[config.mk]
export PLATFORM = sky130hd
export DESIGN_NAME = raster_scheduler
export DESIGN_NICKNAME = d
export VERILOG_FILES = /design/src/rtl/gpu_pkg.sv /design/src/rtl/desc_fifo.sv /design/src/rtl/raster_scheduler.sv
export SDC_FILE = /design/constraint.sdc
export NUM_CORES = 1
export LEC_CHECK = 0
export CORE_MARGIN = 2
export CORE_UTILIZATION = 49
export CTS_BUF_LIST = sky130_fd_sc_hd__clkbuf_16
export DETAILED_ROUTE_END_ITERATION = 6
export PLACE_DENSITY = 0.75
export SLEW_MARGIN = 20
export SYNTH_ARGS = -nofsm -noshare
export SYNTH_HDL_FRONTEND = slang
export SYNTH_SLANG_ARGS = --single-unit
[constraint.sdc]
create_clock -name clk -period 7.68 [get_ports clk]
set_clock_uncertainty 0.05 [all_clocks]
set_input_delay 0.768 -clock clk [delete_from_list [all_inputs] [get_ports clk]]
set_output_delay 0.768 -clock clk [all_outputs]
set_load 0.02 [all_outputs]
[src/rtl/gpu_pkg.sv]
// gpu_pkg: shared triangle descriptor layout, frame constants and scheduler states.
package gpu_pkg;
  localparam int FB_W = 320;
  localparam int FB_H = 240;
  localparam logic [7:0] Z_FAR = 8'hFF;
  typedef struct packed {
    logic [31:0] inv_area;
    logic [7:0]  color;
    logic [9:0]  a1;
    logic [9:0]  b1;
    logic [9:0]  a2;
    logic [9:0]  b2;
    logic [9:0]  a3;
    logic [9:0]  b3;
    logic [17:0] c1;
    logic [17:0] c2;
    logic [17:0] c3;
    logic [8:0]  bbxi;
    logic [8:0]  bbxf;
    logic [7:0]  bbyi;
    logic [7:0]  bbyf;
    logic [15:0] z1;
    logic [15:0] z2;
    logic [15:0] z3;
  } tri_desc_t;
  typedef enum logic [2:0] {S_IDLE, S_LOAD, S_START, S_WAIT, S_CLEAR} state_t;
endpackage

[src/rtl/desc_fifo.sv]
// desc_fifo: first-word-fall-through synchronous FIFO; the caller guarantees
// push only when not full and pop only when not empty.
module desc_fifo #(
  parameter int W     = 8,
  parameter int DEPTH = 4
) (
  input  logic                   clk,
  input  logic                   rst,
  input  logic                   push,
  input  logic                   pop,
  input  logic [W-1:0]           din,
  output logic [W-1:0]           dout,
  output logic [$clog2(DEPTH):0] level
);
  localparam int AW = $clog2(DEPTH);
  localparam int LW = AW + 1;
  logic [W-1:0]  r_mem [DEPTH];
  logic [AW-1:0] r_wp;
  logic [AW-1:0] r_rp;
  logic [LW-1:0] r_level;
  always_ff @(posedge clk or posedge rst)
    if (rst) begin
      r_wp    <= '0;
      r_rp    <= '0;
      r_level <= '0;
    end else begin
      if (push) r_wp <= r_wp + AW'(1);
      if (pop) r_rp <= r_rp + AW'(1);
      r_level <= r_level + LW'(push) - LW'(pop);
    end
  always_ff @(posedge clk)
    if (push) r_mem[r_wp] <= din;
  assign dout  = r_mem[r_rp];
  assign level = r_level;
endmodule

[src/rtl/raster_scheduler.sv]
// raster_scheduler: queues triangle descriptors, launches the rasterizer one at a time,
// and arbitrates the frame/Z-buffer ports between the rasterizer and the frame-clear engine.
module raster_scheduler
  import gpu_pkg::*;
#(
  parameter int DEPTH     = 4,
  parameter int FB_PIXELS = FB_W * FB_H
) (
  input  logic                   clk,
  input  logic                   rst,
  input  logic                   tri_valid,
  input  tri_desc_t              tri_data,
  output logic                   tri_ready,
  input  logic                   clear_req,
  input  logic [7:0]             clear_color,
  output logic                   busy,
  output logic [$clog2(DEPTH):0] level,
  output tri_desc_t              rast_desc,
  output logic                   rasterizer_start,
  input  logic                   rasterizer_done,
  input  logic                   r_fb_we,
  input  logic [7:0]             r_fb_din,
  input  logic [16:0]            r_fb_addr,
  input  logic                   r_zb_we,
  input  logic [7:0]             r_zb_din,
  input  logic [16:0]            r_zb_addr,
  output logic [7:0]             r_zb_dout,
  output logic                   fb_we,
  output logic [7:0]             fb_din,
  output logic [16:0]            fb_addr,
  output logic                   zb_we,
  output logic [7:0]             zb_din,
  output logic [16:0]            zb_addr,
  output logic                   zb_en,
  input  logic [7:0]             zb_dout
);
  localparam int LW = $clog2(DEPTH) + 1;
  state_t    r_state;
  state_t    w_next;
  tri_desc_t r_desc;
  tri_desc_t w_head;
  logic      r_clr_pending;
  logic [7:0]  r_clr_color;
  logic [16:0] r_addr;
  logic w_push;
  logic w_wait;
  logic w_clr;
  logic w_last;
  assign tri_ready = (level != LW'(DEPTH));
  assign w_push    = tri_valid & tri_ready;
  assign w_wait    = (r_state == S_WAIT);
  assign w_clr     = (r_state == S_CLEAR);
  assign w_last    = (r_addr == 17'(FB_PIXELS - 1));
  desc_fifo #(.W($bits(tri_desc_t)), .DEPTH(DEPTH)) u_fifo (
    .clk(clk), .rst(rst), .push(w_push), .pop(r_state == S_LOAD),
    .din(tri_data), .dout(w_head), .level(level)
  );
  always_ff @(posedge clk or posedge rst)
    if (rst) begin
      r_state       <= S_IDLE;
      r_desc        <= '0;
      r_clr_pending <= 1'b0;
      r_clr_color   <= '0;
      r_addr        <= '0;
    end else begin
      r_state       <= w_next;
      r_clr_pending <= clear_req | (r_clr_pending & ~(w_clr & w_last));
      r_addr        <= w_clr ? r_addr + 17'd1 : '0;
      if (clear_req) r_clr_color <= clear_color;
      if (r_state == S_LOAD) r_desc <= w_head;
    end
  // Clear wins over queued triangles, but only ever from IDLE, so a running triangle finishes first.
  always_comb begin
    w_next = r_state;
    case (r_state)
      S_IDLE:  w_next = r_clr_pending ? S_CLEAR : (level != '0 ? S_LOAD : S_IDLE);
      S_LOAD:  w_next = S_START;
      S_START: w_next = S_WAIT;
      S_WAIT:  w_next = rasterizer_done ? S_IDLE : S_WAIT;
      S_CLEAR: w_next = w_last ? S_IDLE : S_CLEAR;
      default: w_next = S_IDLE;
    endcase
  end
  assign rast_desc        = r_desc;
  assign rasterizer_start = (r_state == S_START);
  assign busy             = (r_state != S_IDLE) | (level != '0) | r_clr_pending;
  assign fb_we     = w_wait ? r_fb_we : w_clr;
  assign fb_din    = w_wait ? r_fb_din : (w_clr ? r_clr_color : 8'h00);
  assign fb_addr   = w_wait ? r_fb_addr : (w_clr ? r_addr : 17'd0);
  assign zb_we     = w_wait ? r_zb_we : w_clr;
  assign zb_din    = w_wait ? r_zb_din : (w_clr ? Z_FAR : 8'h00);
  assign zb_addr   = w_wait ? r_zb_addr : (w_clr ? r_addr : 17'd0);
  assign zb_en     = w_wait | w_clr;
  assign r_zb_dout = zb_dout;
endmodule

[After elaboration in Yosys (flattened, before gate mapping)]
Memories as Yosys holds them, arrays and structs flattened. A register that Yosys moved wholly into a read port is not among the register bits.
Cells that the tools add are included.
Cells by class
  reductions and logical operators: 3
  equal/unequal tests: 6
  bitwise logic cells: 8
  muxes and demuxes: 17
  add/subtract/negate cells: 5
Operators with widths (number)
  $mux 17: 4
  $mux 8: 4
  $add 17x1->17 const B: 1
  $eq 17x17->1 const B: 1
  $pmux 3 s5: 1
  $eq 3x2->1 const B: 2
  $mux 3: 2
  $reduce_bool 3->1: 2
  $mux 1: 5
  $add 2x1->2 const B: 2
  $or 1x1->1: 4
  $add 3x1->3: 1
  $and 1x1->1: 3
  $eq 3x1->1 const B: 1
  $eq 3x3->1 const B: 1
  $logic_not 3->1: 1
  $ne 3x3->1 const B: 1
  $sub 3x1->3: 1
  $mux 2: 1
  $not 1->1: 1
Word-level totals
  word-level logic and storage cells: 47
  memory bits (writable): 944
  memories kept: 1
  register bits after elaboration: 36
  bits of input ports: 309
  output and inout bits: 303
Memory list
  u_fifo.r_mem: depth 4, bits a word 236, read ports 1, clocked after Yosys merged registers in 1, write ports 1, RTL line desc_fifo.sv:17  | logic [W-1:0] r_mem [DEPTH];

[Logic depth before layout (Yosys ltp)]
Gate-level depths: netlist (run 1).
  depth after elaboration: 5
  mapped depth: 8

[By module]
From an unflattened synthesis (run 1), not the netlist that was laid out.
Second synthesis, totals
  cells, all modules: 1977
  area total of the unflattened synthesis: 45504.9 um^2
Modules (own cells, without submodules)
  desc_fifo: area each 34664.5 um^2, cells an instance 1266, times used 1, sequential area each 28522.4 um^2
  raster_scheduler: area each 10840.4 um^2, cells an instance 711, times used 1, sequential area each 6631.4 um^2

[Least setup slack after synthesis (run 1)]
Ideal clock, no wire load.
  kind: reg-to-reg
  start point: reg u_fifo.r_level[2], in the netlist u_fifo.level[2]
  end point: mem u_fifo.r_mem[1][0] (netlist bit) (enable)
  data arrival time: 6.476 ns
  path buffers: 1
  cell stages (with the launch flop): 4
  clock period less this slack: 7.155 ns
  required time: 7.001 ns
  setup slack: 0.525 ns
  cell sequence: dfrtp_1 > or3b_2 > clkbuf_1 > and3_1
Between the ends
  word-level cells in the longest chain between the ends: 4
RTL lines
  from (decl): RTL line desc_fifo.sv:20  | logic [LW-1:0] r_level;
  from (signal assigned): RTL line desc_fifo.sv:29  | r_level <= r_level + LW'(push) - LW'(pop);
  $ne 3x3->1: RTL line raster_scheduler.sv:49  | assign tri_ready = (level != LW'(DEPTH));
  named net tri_ready: RTL line raster_scheduler.sv:13  | output logic tri_ready,
  $and 1x1->1: RTL line raster_scheduler.sv:50  | assign w_push = tri_valid & tri_ready;
  $mux 1: RTL line desc_fifo.sv:32  | if (push) r_mem[r_wp] <= din;
  $mux 1 (not written as such): RTL line desc_fifo.sv:32
  to (decl): RTL line desc_fifo.sv:17
The timed path passes the listed nets, and every way through them passes these cells.

[Worst setup path after layout (run 1)]
  start point: reg r_state[2]
  end point: out fb_addr[2]
Between the ends
  word-level cells in the longest chain between the ends: 3
  elaborated cells on any way between the ends: 4
  those cells by class: eq/ne (2); mux (2)
RTL lines
  from (decl): RTL line raster_scheduler.sv:38  | state_t r_state;
  from (signal assigned): RTL line raster_scheduler.sv:66  | r_state <= w_next;
  $eq 3x3->1: RTL line raster_scheduler.sv:52  | assign w_clr = (r_state == S_CLEAR);
  $mux 17: RTL line raster_scheduler.sv:89  | assign fb_addr = w_wait ? r_fb_addr : (w_clr ? r_addr : 17'd0);
  $mux 17 (*): RTL line raster_scheduler.sv:89
  to (decl): RTL line raster_scheduler.sv:30  | output logic [16:0] fb_addr,
Every way passes the cells marked *; elsewhere a longest branch is shown, timed or not.

==> flow_metrics.tcl, run 1 <==
set metrics [dict create \
    hold_viol_final 0 \
    rsz0062_at_grt "false" \
    yosysSeqAreaShare_pct 77.9 \
    syn_to_final_growth_pct 24.6 \
    crit_family "buffers and inverters" \
    reg2reg_to "rast_desc[224]" \
    cp_slowest_cell "nor3b_4" \
    wl_mm 97.2 \
    total_power_w 0.0217 \
    fin_crit_ns 3.97 \
    drt_iter0_markers 1432 \
    status "finished clean" \
    num_vias 21800 \
    ys_seq_elements 1216 \
    die-height_um 307 \
    portBuffers 595 \
    cp.required_ns 6.86 \
    sw_frac_of_total_pct 29.1 \
    setup_violations 0 \
    final_nets 2949 \
    dpl.hpwl_mm 58.4 \
    cpPeakStageDelay_ns 0.75 \
    cts_tree "yes" \
    tns_ns 0 \
    holdBufCountCts 0 \
    gp_congestion 0.810 \
    grt_max_degree 144 \
    post-route-period-util_pct 51.7 \
    crit_type "register to output port" \
    timing.rr.start "u_fifo.r_rp[0]" \
    place_area_sq_mm 0.0522 \
    fmax_mhz 252 \
    cts-htree-levels 3 \
    core-area_sq_mm 0.0914 \
    post_drt_wl_per_cell_um 24.7 \
    via_per_inst 5.54 \
    initial_core_util_pct 49.4 \
    final-max-slew-violation-count 0 \
    cts_resized 0 \
    yosysWarnings 0 \
    cp_cell_sequence "nor3b_4 -> buf_4 -> a22o_1 -> clkdlybuf4s50_1" \
    drtAntennaViolNets 0 \
    cp.depth 4 \
    ios 612 \
    path_buf_inv 2 \
    ys_types 38 \
    clk_pin_slew_ns 0.07 \
    synthCells 1998 \
    avgSynthCellArea_sq_um 22.6 \
    cellLeakagePower_nw 19.3 \
    grt_pass1_wl_mm 145 \
    worst_slew_pin_slew_ns 1.22 \
    seq_power_share_pct 44.4 \
    final_cell_area_sq_mm 0.0562 \
    reg2reg_depth 4 \
    synth-main-ff-cell "edfxtp_1" \
    grt_overflow 0 \
    min_path_type "input port to asynchronous set/reset pin" \
    pwr-share-clk_pct 26.7 \
    clockBufferDepth 3 \
    holdWs_ns 0.438 \
    die-area_sq_mm 0.0945 \
    final_cell_mix "944 x edfxtp_1, 595 x clkdlybuf4s50_1, 270 x dfrtp_1" \
    ys_async_sr_fraction_pct 22.4 \
    first_global_vias 23200 \
    p_int_w 0.0154 \
    r2r_slack_ns 4.27 \
    cts_setup_buffers 0 \
    insertion_delay_ns 0.69 \
    drc 0 \
    grt_use_total_pct 20.5 \
    critPathMaxFanout 21 \
    power_switching_w 0.00631 \
    syn-cell-area_sq_mm 0.0451 \
    dr.pass1.iters 5 \
    combinationalPowerShare_pct 28.8 \
    p_per_area_mw_per_mm2 386 \
    peakVddDrop_v 0.000313 \
    rows 111 \
    clock_sinks 1216 \
    maxCapViolCount 0 \
    cp-start-kind "register" \
    cts_root_buf "clkbuf_16" \
    synth_nets 2314 \
    fin_util_pct 61.5 \
    cp-end-kind "output port" \
    synth_edf_count 944 \
    die_x_um 307 \
    drive_above_1_share_pct 25.3 \
    timing.slew.headroom_pct 18.4 \
    layout_commonest_cell "edfxtp_1" \
    numCtsBuffers 118 \
    arrival_ns 3.15 \
    antenna_found_initial 22 \
]
kinds of logic after synthesis:
group	after synthesis	synth area share, %
compound gates	43	0.696
mux	488	18.1
xor+xnor	9	0.175
flops	1216	77.9
fa+ha+maj	7	0.211
buf+inv	113	1.60
simple gates	122	1.32
power groups by stage:
stage / Sequential (W) / Clock [W] / Combinational (W)
floorplan: 0.0105 / 0 / 0.00312
global placement: 0.00966 / 0 / 0.00626
detailed placement: 0.00978 / 0 / 0.00635
CTS: 0.00967 / 0.00594 / 0.00638
global route: 0.00981 / 0.00619 / 0.00663
finish: 0.00965 / 0.00580 / 0.00626
Yosys cell counts (7+ instances only):
master	number	area share, %
mux4_2	236	12
dfrtp_1	272	15
buf_4	27	0.45
o21ai_0	8	0.089
buf_6	25	0.62
buf_2	8	0.089
mux2i_1	7	0.16
inv_1	8	0.067
nor4_1	7	0.097
clkbuf_1	43	0.36
mux2_2	245	6.1
a22o_1	24	0.47
nand2_1	68	0.57
xnor2_1	7	0.14
edfxtp_1	944	63
a21oi_1	7	0.078
area by class of cell:
class | instances | area [sq um]
timing repair buffer | 620 | 6230
inverter | 8 | 33.8
clock inverter | 107 | 1010
tap | 1186 | 1480
clock buffer | 118 | 2950
multi-input combinational | 669 | 9270
antenna | 16 | 40.0
sequential | 1216 | 35200
fill | 6252 | 35200
layer usage:
metal | wire, um | track usage (%) | up-vias
li1 | - | - | 9421
met1 | 36300 | 24.9 | 11500
met2 | 51400 | 35.5 | 695
met3 | 6160 | 4.61 | 168
met4 | 3270 | 8.89 | 12
met5 | 80 | 0 | -
worst register-to-register path, delay by kind of cell, from the launching register on:
kind | cells | cell delay, ns
flops | 1 | 0.78
buf+inv | 2 | 1.52
mux | 2 | 0.94
metrics by stage:
stage               cells  worst slack [ns]
floorplan            1998             0.525
global placement     3699              3.98
detailed placement   3699              3.90
CTS                  3924              3.39
global route         3939              3.50
finish               3940              3.71
flip-flops by register name (all words and copies together) (netlist names):
name and cells:
u_fifo.r_mem 944, rast_desc 236, r_addr 17, r_clr_color 8, r_state 3, u_fifo.level 3, u_fifo.r_rp 2, u_fifo.r_wp 2
r_clr_pending 1
worst max-delay path by stage:
stage	start	to
final	r_state[2]	fb_addr[2]
after global routing	r_state[2]	zb_addr[2]
after CTS	r_state[2]	fb_addr[3]
after detailed placement	tri_valid	u_fifo.r_mem[1][7]
after global placement	tri_valid	u_fifo.r_mem[1][12]
after floorplan	u_fifo.level[2]	u_fifo.r_mem[1][0]
Power figures use the tool's default switching activity.
==> inputs of run 2 (changes only) <==
clock period = 3.4 ns   (was 7.68 ns; I/O delays follow)
==> run 2 against run 1 <==
Against the previous run: sequential share of layout area shrank 0.86 points; register-to-register slack lost 3.4 ns; worst hold slack lost 0.23 ns; clock power grew 120%; die area is the same; setup slack lost 3.5 ns; total power grew 130%; cell count grew 1.5%; largest cell class unchanged; largest power group unchanged.
==> flow_metrics.tcl, run 2 (synthesis gave the netlist of run 1 again) <==
set metrics [dict create \
    status "finished clean" \
    drt_iter0_markers 1467 \
    post-route-period-util_pct 94.0 \
    setup_violations 0 \
    cpPeakStageDelay_ns 0.62 \
    cts_setup_buffers 0 \
    path_common_cell "nand2_1" \
    cp-start-kind "register" \
    cts-htree-levels 3 \
    cp_slowest_cell "clkdlybuf4s50_1" \
    grt_overflow 0 \
    peakVddDrop_v 0.000650 \
    tns_ns 0 \
    holdWs_ns 0.212 \
    cp_cell_sequence "and3b_1 -> buf_4 -> nand2_1 -> nand2_1 -> clkdlybuf4s50_1" \
    timing.slew.headroom_pct 47.2 \
    hold_viol_final 0 \
    reg2reg_depth 6 \
    first_global_vias 23800 \
    core-area_sq_mm 0.0914 \
    grt_max_degree 93 \
    critPathMaxFanout 53 \
    rsz0062_at_grt "false" \
    portBuffers 595 \
    syn_to_final_growth_pct 26.3 \
    die-height_um 307 \
    fin_crit_ns 3.20 \
    cp-end-kind "output port" \
    drc 0 \
    grtUsageMet1_pct 24.8 \
    via_per_inst 5.54 \
    dp_slack_ns 0.771 \
    clk_pin_slew_ns 0.06 \
    cellLeakagePower_nw 19.7 \
    ios 612 \
    num_vias 22200 \
    cts_root_buf "clkbuf_16" \
    clock_sinks 1216 \
    post_drt_wl_per_cell_um 24.9 \
    cp.required_ns 3.01 \
    largest_register "u_fifo.r_mem" \
    layout_commonest_cell "edfxtp_1" \
    drtAntennaViolNets 0 \
    dr.pass1.iters 5 \
    whs_path_depth 2 \
    crit_type "register to output port" \
    drive_above_1_share_pct 27.2 \
    total_power_w 0.0496 \
    instances_no_fill 4000 \
    min_path_type "input port to register" \
    insertion_delay_ns 0.71 \
    final_nets 3010 \
    setup_slack_ns 0.204 \
    dp_cells 3760 \
    r2r_slack_ns 0.88 \
    initial_core_util_pct 49.4 \
    arrival_ns 2.81 \
    cts_tree "yes" \
    die_x_um 307 \
    busiest_layer "met2" \
    gp_congestion 0.795 \
    antenna_found_initial 24 \
    wl_mm 99.5 \
    met2_usage_pct 36.9 \
    final_cell_mix "944 x edfxtp_1, 595 x clkdlybuf4s50_1, 270 x dfrtp_1" \
    grt_pass1_wl_mm 148 \
    p_per_area_mw_per_mm2 870 \
    rows 111 \
    grt_use_total_pct 21.1 \
    die-area_sq_mm 0.0945 \
    dpl.hpwl_mm 64.0 \
    maxCapViolCount 0 \
    final-max-slew-violation-count 0 \
    largest_reg_flops 944 \
    clockBufferDepth 3 \
    fmax_mhz 313 \
    numCtsBuffers 117 \
    worst_slew_pin_slew_ns 0.792 \
    use_met3_pct 5.26 \
]
==> run 2: cell count changes in the layout (fill, tap and decap cells not counted), sizes merged, moves of 2 or more <==
cell      previous run  this run
buf                 25        86
bufinv              16        14
clkinv              46        60
clkinvlp             7        10
inv                 46        30
==> run 2: critical path: cells and delay by family, from the launching register on <==
| family | cells | cell delay (ns) |
|---|---|---|
| buffers and inverters | 2 | 1.05 |
| and+or+nand+nor | 3 | 0.53 |
| DFF | 1 | 0.52 |
==> run 2: repair_timing <==
item | CTS | global route
hold buffers | 1 | 0
hold endpoints to repair | 10 | 0
gates resized for setup | 1 | 0
setup endpoints to repair | 1 | 0
==> run 2: layout make-up <==
class                   instances  area [sq um]
inverters                       8          33.8
well taps                    1186          1480
diodes                         15          37.5
clock inverters               106           946
clock buffers                 118          2950
multi-input cells             669          9260
repair buffers                682          7090
fillers                      6109         34400
flip-flops and latches       1216         35200
==> run 2: worst paths after layout <==
path,start,end
setup / recovery,r_state[2],zb_we
hold / removal,clear_color[2],r_clr_color[2]
setup reg to reg,r_state[2],u_fifo.level[2]
hold reg to reg,rast_desc[213],rast_desc[213]
max in group asynchronous,rst,u_fifo.r_rp[1]
min in group asynchronous,rst,rast_desc[9]
==> run 2: metal layers <==
| metal | part of all wire [%] | wire length (um) |
|---|---|---|
| met1 | 37 | 36900 |
| met2 | 53 | 53100 |
| met3 | 6.3 | 6240 |
| met4 | 3.2 | 3180 |
| met5 | 0.12 | 123 |
==> run 2: where the power goes <==
group / switching (W) / total (W) / internal (W)
Clock: 0.00551 / 0.0129 / 0.00741
Sequential: 0.00173 / 0.0218 / 0.0201
Combinational: 0.00725 / 0.0149 / 0.00760
==> run 2: metrics by stage <==
step / instance area [sq um] / util, %
after floorplan: 45100 / -
after global placement: 53000 / 58.0
after detailed placement: 53000 / 58.0
after CTS: 56900 / 62.3
after global routing: 57000 / 62.3
final: 57000 / 62.3
